===== src/rtl/vga_layer_compositor_pkg.sv =====
// vga_layer_compositor_pkg: VGA bus layout, alpha width and the fade blend helper
package vga_layer_compositor_pkg;
   localparam int VGA_RGB_W     = 12;
   localparam int VGA_RGB_BIT   = 0;
   localparam int VGA_HSYNC_BIT = 12;
   localparam int VGA_VSYNC_BIT = 13;
   localparam int VGA_BUS_SIZE  = 16;
   localparam int LAYER_ALPHA_W = 4;
   typedef logic [VGA_BUS_SIZE-1:0]  vga_bus_t;
   typedef logic [LAYER_ALPHA_W-1:0] alpha_t;
   localparam alpha_t ALPHA_MAX = '1;
   // Mixes one 4-bit channel of the layer over the background: (ch*a + base*(15-a)) / 15, truncating
   function automatic logic [3:0] blend_ch(input logic [3:0] ch, input logic [3:0] base, input alpha_t a);
      logic [7:0] mix;
      mix = ({4'd0, ch} * {4'd0, a} + {4'd0, base} * {4'd0, ALPHA_MAX - a}) / 8'd15;
      return mix[3:0];
   endfunction
endpackage


===== src/rtl/vga_layer_compositor_prio_enc.sv =====
// layer_priority_enc: index of the highest set win bit plus a valid flag
module layer_priority_enc #(
   parameter int N     = 6,
   parameter int IDX_W = (N > 1) ? $clog2(N) : 1
) (
   input  logic [N-1:0]     win_i,
   output logic [IDX_W-1:0] idx_o,
   output logic             valid_o
);
   // later (higher) set bits override earlier ones, so the topmost layer wins; idx is 0 when nothing wins
   always_comb begin
      idx_o = '0;
      for (int i = 0; i < N; i++) if (win_i[i]) idx_o = IDX_W'(i);
   end
   assign valid_o = |win_i;
endmodule


===== src/rtl/vga_layer_compositor.sv =====
// vga_layer_compositor: N-layer pixel compositor, frame-synchronous enables, latency 2 (optional fade: VGA_LAYER_FADE_EN)
module vga_layer_compositor
   import vga_layer_compositor_pkg::*;
#(
   parameter int N_LAYERS = 6,
   parameter int RGB_W    = VGA_RGB_W
`ifdef VGA_LAYER_FADE_EN
   ,parameter int FADE_STEP = 1
`endif
) (
   input  logic                      clk,
   input  logic                      rst_n,
   input  vga_bus_t                  vga_bus_i,
   input  logic [N_LAYERS*RGB_W-1:0] layer_rgb_i,
   input  logic [N_LAYERS-1:0]       layer_opaque_i,
   input  logic [N_LAYERS-1:0]       layer_en_i,
   output vga_bus_t                  vga_bus_o,
   output logic                      frame_tick_o,
   output logic [N_LAYERS-1:0]       active_mask_o
);
   localparam int IDX_W = (N_LAYERS > 1) ? $clog2(N_LAYERS) : 1;
   logic                      vsync_q, frame_tick_q, boundary;
   logic [N_LAYERS-1:0]       active_mask_q, eff_en, win1_q;
   vga_bus_t                  bus1_q, bus2_q, bus2_d;
   logic [N_LAYERS*RGB_W-1:0] rgb1_q;
   logic [RGB_W-1:0]          lay [N_LAYERS];
   logic [RGB_W-1:0]          base, rgb_d;
   logic [IDX_W-1:0]          sel;
   logic                      sel_valid;

   assign boundary = vga_bus_i[VGA_VSYNC_BIT] & ~vsync_q;

   // track vsync; at each frame start latch the requested enables and pulse frame_tick one cycle later
   always_ff @(posedge clk or negedge rst_n) begin
      if (!rst_n) begin
         vsync_q       <= 1'b0;
         frame_tick_q  <= 1'b0;
         active_mask_q <= '0;
      end else begin
         vsync_q      <= vga_bus_i[VGA_VSYNC_BIT];
         frame_tick_q <= boundary;
         if (boundary) active_mask_q <= layer_en_i;
      end
   end

`ifdef VGA_LAYER_FADE_EN
   localparam logic [LAYER_ALPHA_W:0] STEP = FADE_STEP[LAYER_ALPHA_W:0];
   alpha_t                 alpha_q  [N_LAYERS];
   alpha_t                 alpha1_q [N_LAYERS];
   alpha_t                 alpha_d  [N_LAYERS];
   logic [LAYER_ALPHA_W:0] alpha_up [N_LAYERS];
   for (genvar g = 0; g < N_LAYERS; g++) begin : g_fade
      assign alpha_up[g] = {1'b0, alpha_q[g]} + STEP;
      assign alpha_d[g]  = active_mask_q[g]
                           ? ((alpha_up[g] > {1'b0, ALPHA_MAX}) ? ALPHA_MAX : alpha_up[g][LAYER_ALPHA_W-1:0])
                           : (({1'b0, alpha_q[g]} < STEP) ? '0 : alpha_q[g] - STEP[LAYER_ALPHA_W-1:0]);
      assign eff_en[g]   = |alpha_q[g];
   end
   // alphas step once per frame toward the old mask; S1 keeps the alpha that went with each pixel
   always_ff @(posedge clk or negedge rst_n) begin
      if (!rst_n) begin
         for (int i = 0; i < N_LAYERS; i++) begin
            alpha_q[i]  <= '0;
            alpha1_q[i] <= '0;
         end
      end else begin
         for (int i = 0; i < N_LAYERS; i++) begin
            if (boundary) alpha_q[i] <= alpha_d[i];
            alpha1_q[i] <= alpha_q[i];
         end
      end
   end
`else
   assign eff_en = active_mask_q;
`endif

   // S1: capture bus, layer pixels and per-layer win using the mask in force for this pixel
   always_ff @(posedge clk or negedge rst_n) begin
      if (!rst_n) begin
         bus1_q <= '0;
         rgb1_q <= '0;
         win1_q <= '0;
      end else begin
         bus1_q <= vga_bus_i;
         rgb1_q <= layer_rgb_i;
         win1_q <= layer_opaque_i & eff_en;
      end
   end

   for (genvar g = 0; g < N_LAYERS; g++) begin : g_lay
      assign lay[g] = rgb1_q[g*RGB_W +: RGB_W];
   end

   layer_priority_enc #(.N(N_LAYERS), .IDX_W(IDX_W)) u_prio (
      .win_i   (win1_q),
      .idx_o   (sel),
      .valid_o (sel_valid)
   );

   assign base = bus1_q[VGA_RGB_BIT +: RGB_W];

`ifdef VGA_LAYER_FADE_EN
   // S2 colour: blend the winning layer over the background with its alpha
   always_comb begin
      rgb_d = base;
      if (sel_valid) for (int c = 0; c < 3; c++) rgb_d[c*4 +: 4] = blend_ch(lay[sel][c*4 +: 4], base[c*4 +: 4], alpha1_q[sel]);
   end
`else
   assign rgb_d = sel_valid ? lay[sel] : base;
`endif

   // S2 bus: every non-RGB field passes through untouched so timing stays aligned with colour
   always_comb begin
      bus2_d                         = bus1_q;
      bus2_d[VGA_RGB_BIT +: RGB_W]   = rgb_d;
   end

   // S2 register drives the composited output bus
   always_ff @(posedge clk or negedge rst_n) begin
      if (!rst_n) bus2_q <= '0;
      else        bus2_q <= bus2_d;
   end

   assign vga_bus_o     = bus2_q;
   assign frame_tick_o  = frame_tick_q;
   assign active_mask_o = active_mask_q;
endmodule


===== config.mk =====
export PLATFORM = sky130hd
export DESIGN_NAME = vga_layer_compositor
export DESIGN_NICKNAME = d
export VERILOG_FILES = /design/src/rtl/vga_layer_compositor_pkg.sv /design/src/rtl/vga_layer_compositor_prio_enc.sv /design/src/rtl/vga_layer_compositor.sv
export SDC_FILE = /design/constraint.sdc
export NUM_CORES = 1
export LEC_CHECK = 0
export CAP_MARGIN = 25
export CORE_MARGIN = 2
export CORE_UTILIZATION = 40
export DETAILED_ROUTE_END_ITERATION = 12
export GPL_ROUTABILITY_DRIVEN = 0
export PLACE_DENSITY = 0.76
export SLEW_MARGIN = 30
export SYNTH_ARGS = -nofsm -noshare
export SYNTH_HDL_FRONTEND = slang
export SYNTH_SLANG_ARGS = --single-unit

===== constraint.sdc =====
create_clock -name clk -period 1.7 [get_ports clk]
set_input_delay 0.34 -clock clk [delete_from_list [all_inputs] [get_ports clk]]
set_output_delay 0.34 -clock clk [all_outputs]
set_load 0.02 [all_outputs]

Word-level counts from Yosys, hierarchy flattened

Index checks and enable logic that the tools add are counted.

Magnitude comparators: 1
Muxes and demuxes: 9
Bitwise logic cells: 4
Reduce and logical (&&, ||, !) cells: 1

Operators with widths:

| cell                                       | count |
|---|---|
| binary-select mux 12 bit (select 3 bit)    | 1 |
| 2-to-1 mux 12 bit                          | 3 |
| AND 6 bit                                  | 1 |
| 2-to-1 mux 3 bit                           | 2 |
| OR reduction 6 bit                         | 1 |
| >= comparator 4 bit, second input constant | 1 |
| 2-to-1 mux 2 bit                           | 2 |
| inverter 3 -> 4 bit                        | 1 |
| AND 1 bit                                  | 1 |
| 2-to-1 mux 1 bit                           | 1 |
| inverter 1 bit                             | 1 |

Flip-flop bits (word level): 118
Input port bits: 102
Output and inout port bits: 23

Logic depth before layout (Yosys ltp)

Depth after elaboration: 10
Depth in mapped cells: 7
Gate-level depth less buffers: 5

Cells and area by module

Synthesis repeated with hierarchy kept, for this count alone.

Cells, all modules: 208
Area total of the unflattened synthesis: 3778.6 um^2

By module, submodules not included:

| module               | times used | cells an instance | area an instance (um^2) | seq. area each (um^2) |
|---|---|---|---|---|
| vga_layer_compositor | 1          | 201               | 3731.1                  | 2927.8 |
| layer_priority_enc   | 1          | 7                 | 47.5                    | 0.0 |

Worst setup path before layout

Ideal clock, no wire load.

Kind: flip-flop to flip-flop
Start: register win1_q[1]
End: register bus2_q[1] (netlist: vga_bus_o[1])
Library setup time: 0.130 ns
Arrival: 1.255 ns
Setup slack: 0.316 ns
Cell stages (with the launch flop): 7
Path buffers: 1
Cell sequence: dfrtp_1 nor2b_1 clkbuf_1 or3_1 a22o_1 o21ai_0 a31oi_1

Word-level cells in the longest chain between the ends: 10
Elaborated cells between the ends (all ways): 11
Those cells by class: mux: 9; bitwise: 1; reduce/logical: 1

RTL lines:

| what                                                  | RTL line                            | RTL |
|---|---|---|
| from (decl)                                           | vga_layer_compositor.sv:23          | `logic [N_LAYERS-1:0] active_mask_q, eff_en, win1_q;` |
| from (signal assigned)                                | vga_layer_compositor.sv:86          | `win1_q <= layer_opaque_i & eff_en;` |
| 2-to-1 mux 1 bit                                      | vga_layer_compositor_prio_enc.sv:13 | `for (int i = 0; i < N; i++) if (win_i[i]) idx_o = IDX_W'(i);` |
| 2-to-1 mux 2 bit (2 in series)                        | vga_layer_compositor_prio_enc.sv:13 |  |
| 2-to-1 mux 3 bit (2 in series)                        | vga_layer_compositor_prio_enc.sv:13 |  |
| inverter 3 -> 4 bit (implied by the code)             | vga_layer_compositor.sv:109         | `assign rgb_d = sel_valid ? lay[sel] : base;` |
| binary-select mux 12 bit (select 3 bit)               | vga_layer_compositor.sv:109         |  |
| 2-to-1 mux 12 bit (implied by the code) (2 in series) | vga_layer_compositor.sv:109         |  |
| 2-to-1 mux 12 bit (*)                                 | vga_layer_compositor.sv:109         |  |
| net rgb_d[1]                                          | vga_layer_compositor.sv:27          | `logic [RGB_W-1:0] base, rgb_d;` |
| to (signal assigned)                                  | vga_layer_compositor.sv:121         | `else bus2_q <= bus2_d;` |
| to (decl)                                             | vga_layer_compositor.sv:24          | `vga_bus_t bus1_q, bus2_q, bus2_d;` |

The timed path passes the listed nets; every way through them passes the cells marked *. The select of a mux whose other input is x is not followed.
A chain may end at the register's enable or synchronous reset.

Worst setup path after layout

Start: register win1_q[3]
End: register bus2_q[10] (netlist: vga_bus_o[10])

Word-level cells in the longest chain between the ends: 8
Elaborated cells between the ends (all ways): 9
Those cells by class: mux: 7; bitwise: 1; reduce/logical: 1

RTL lines:

| what                                                  | RTL line |
|---|---|
| 2-to-1 mux 2 bit                                      | vga_layer_compositor_prio_enc.sv:13 |
| 2-to-1 mux 3 bit (2 in series)                        | vga_layer_compositor_prio_enc.sv:13 |
| inverter 3 -> 4 bit (implied by the code)             | vga_layer_compositor.sv:109 |
| binary-select mux 12 bit (select 3 bit)               | vga_layer_compositor.sv:109 |
| 2-to-1 mux 12 bit (implied by the code) (2 in series) | vga_layer_compositor.sv:109 |
| 2-to-1 mux 12 bit (*)                                 | vga_layer_compositor.sv:109 |
| net rgb_d[10]                                         | vga_layer_compositor.sv:27 |

Marks and branches as above.

==> results.ini <==
[pwr]
p_switching_uw = 1815
leakage_uw = 0.002608
clockPowerShare_pct = 47.7
intPower_uw = 6139
ir_drop_mv = 0.8454
p_seq_share_pct = 39.0
p_per_area_nw_per_um2 = 1355
p_comb_share_pct = 13.3
sw_frac_of_total_pct = 22.82

[logic_synthesis]
synthArstFlopShare_pct = 100.0
synth.distinct_cells = 28
synth_most_common_cell = dfrtp_1
synth_cells = 262
synth_edf_count = 0
synthTopCellsByCount = dfrtp_1 (117), nand2_1 (36)
yosys_warnings = 0
synth_area_um2 = 3777
avgSynthCellArea_um2 = 14.42
ys_seq_elements = 117
synth_area_leader_cell = dfrtp_1
synth_nets = 364
synth_area_leaders = dfrtp_1 (78%), nand2_1 (3.6%), a22o_1 (2.6%)
netlist.area_leader.share_pct = 77.51
yosysSeqAreaShare_pct = 77.51
synth_ff_type = dfrtp_1

[global_routing]
grt_util_all_layers_pct = 17.89
grt_pass1_wl_mm = 13.55
grt_pass1_vias = 2767
grt_max_degree = 45
grt_overflow = 0
antenna_found_initial = 0

[setup_path]
rr_startpoint = win1_q[3]
slowest_stage = dfrtp_1
r2r_end = vga_bus_o[10]
required_ns = 2.08
crit_family = compound AO/OA/AOI/OAI gates
worst_setup_path_end_kind = register
cp_cell_sequence = nand2b_1, a21boi_1, a2111o_1, a311oi_1, o21ai_1
r2r_cells = 5
path_max_fanout = 8
arrival_ns = 1.98
r2r_setup_slack_ns = 0.1
worstSetupPathDepth = 5
path_buf_inv = 0
startpoint_type = register
startpoint = win1_q[3]
crit_path_end = vga_bus_o[10]
criticalPathCategory = register to register
critPathMaxStageDelay_ns = 0.52

[sta]
fin_crit_sh_pct = 94.29
fin_crit_ns = 1.603
slew_headroom_pct = 72.43
rsz0062_at_grt = no
slew_viol_final = 0
worst_pin_slew_ns = 0.4136
hold_viol_final = 0
setup_viol = 0
finalSetupTns_ns = 0
max_freq_mhz = 623.8
skew_ns = 0.008371

[worst_hold_path]
min_path_cells = 1
hp-class = input port to register

[clock_network]
clock_path_buffers = 2
clock_latency_ns = 0.50
clock_sinks = 117
numCtsBuffers = 17
clkTransAtPathRegs_ns = 0.06
root_buffer = clkbuf_8
h-tree-depth = 4
cts_tree = built

[routing]
final_antenna_net_count = 0
wire_per_inst_um = 16.19
via_per_inst = 4.855
finalWirelength_mm = 8.596
drc_errors = 0
top_layer = met4
num_vias = 2578
route.met3.wl_um = 664
drtIter0Drc = 147
wl_met1_mm = 3.554
met2_length_mm = 4.226
first_pass_iters = 4

[placed_design]
dpl.hpwl_mm = 6.286
portBuffers = 124
dpl_cell_area_um2 = 5225

[final_layout]
fin_area_um2 = 5869
area_delta_synth_final_pct = 55.38
fillCellCount = 676
drive_above_1_share_pct = 13.57
nNetsFinal = 509
antenna_cells = 0

[die]
initial_utilization_pct = 41.07
die_y_um = 101.2
rows = 35
die_w_um = 101.2
die_area_um2 = 10240
boundaryPins = 125
coreArea_um2 = 9196

[job]
maxCapViolCount = 0

[status]
status = completed

==> power groups by stage <==
stage          logic, µW  clock network (µW)  registers (µW)
6_report            1060                3800            3100
5_1_grt             1150                4010            3120
4_1_cts             1070                3870            3100
3_5_place_dp        1130                   0            3150
3_3_place_gp        1110                   0            3140
2_1_floorplan        352                   0            3260
==> through the flow <==
stage	total power [µW]	std cells	hold WS (ns)	setup WS, ns	util, %
finish	7953	531	0.2729	0.09700	63.82
global route	8283	531	0.2496	0.02690	63.82
CTS	8037	531	0.2536	0.03874	63.65
detailed placement	4279	498	0.2714	0.01299	56.82
global placement	4253	498	0.2652	0.1338	56.82
floorplan	3614	262	0.04441	0.3157	-
==> cell type report <==
cell class | count | area, µm² | share of cell area, %
clock buffers | 19 | 441.7 | 7.525
clock inverters | 13 | 202.7 | 3.453
inverters | 3 | 11.26 | 0.1919
multi-input cells | 130 | 804.5 | 13.71
flip-flops and latches | 117 | 2928 | 49.88
well taps | 111 | 138.9 | 2.366
repair buffers | 138 | 1343 | 22.87
==> worst min path at each step <==
stage,startpoint,end
floorplan,rst_n,active_mask_o[0]
global placement,rst_n,vga_bus_o[13]
detailed placement,rst_n,vga_bus_o[13]
CTS,layer_rgb_i[53],rgb1_q[53]
global route,layer_rgb_i[47],rgb1_q[47]
finish,layer_rgb_i[53],rgb1_q[53]
==> state kept, by name, summed over array words and instances, names as in the netlist <==
register       cells
active_mask_o      6
bus1_q            16
frame_tick_o       1
win1_q             6
rgb1_q            72
vga_bus_o         16
==> kinds of logic (layout without fill, tap and decap cells) <==
family,after synthesis,in the layout,share of synthesized area (%)
buffers and inverters,15,173,1.689
AOI/OAI and AO/OA,63,63,11.46
muxes,6,6,1.789
and+or+nand+nor,61,61,7.553
DFF,117,117,77.51
==> metal layers <==
layer  GRT usage, %  up-vias
met5              0        -
met4          6.965        0
met3          7.108       14
met2          28.94      110
met1          21.67     1251
li1               -     1203
==> layout by cell type (no fill, tap or decap), drive strengths merged, types with 11 or more instances in the layout <==
cell type      instances
a22o                  11
a31oi                 11
buf                   14
clkbuf                19
clkdlybuf4s50        100
dfrtp                117
dlygate4sd2           23
nand2                 36
o21ai                 13
o21bai                11
o22ai                 11
or3                   11
==> repair_timing <==
action                     4_1_cts  5_1_grt
buffers inserted                 0        0
setup endpoints to repair       26        9
gates resized for setup         24        4
hold buffers                     1        0
hold endpoints to repair        22        0
Note: power is estimated with default switching activity, not from simulation.
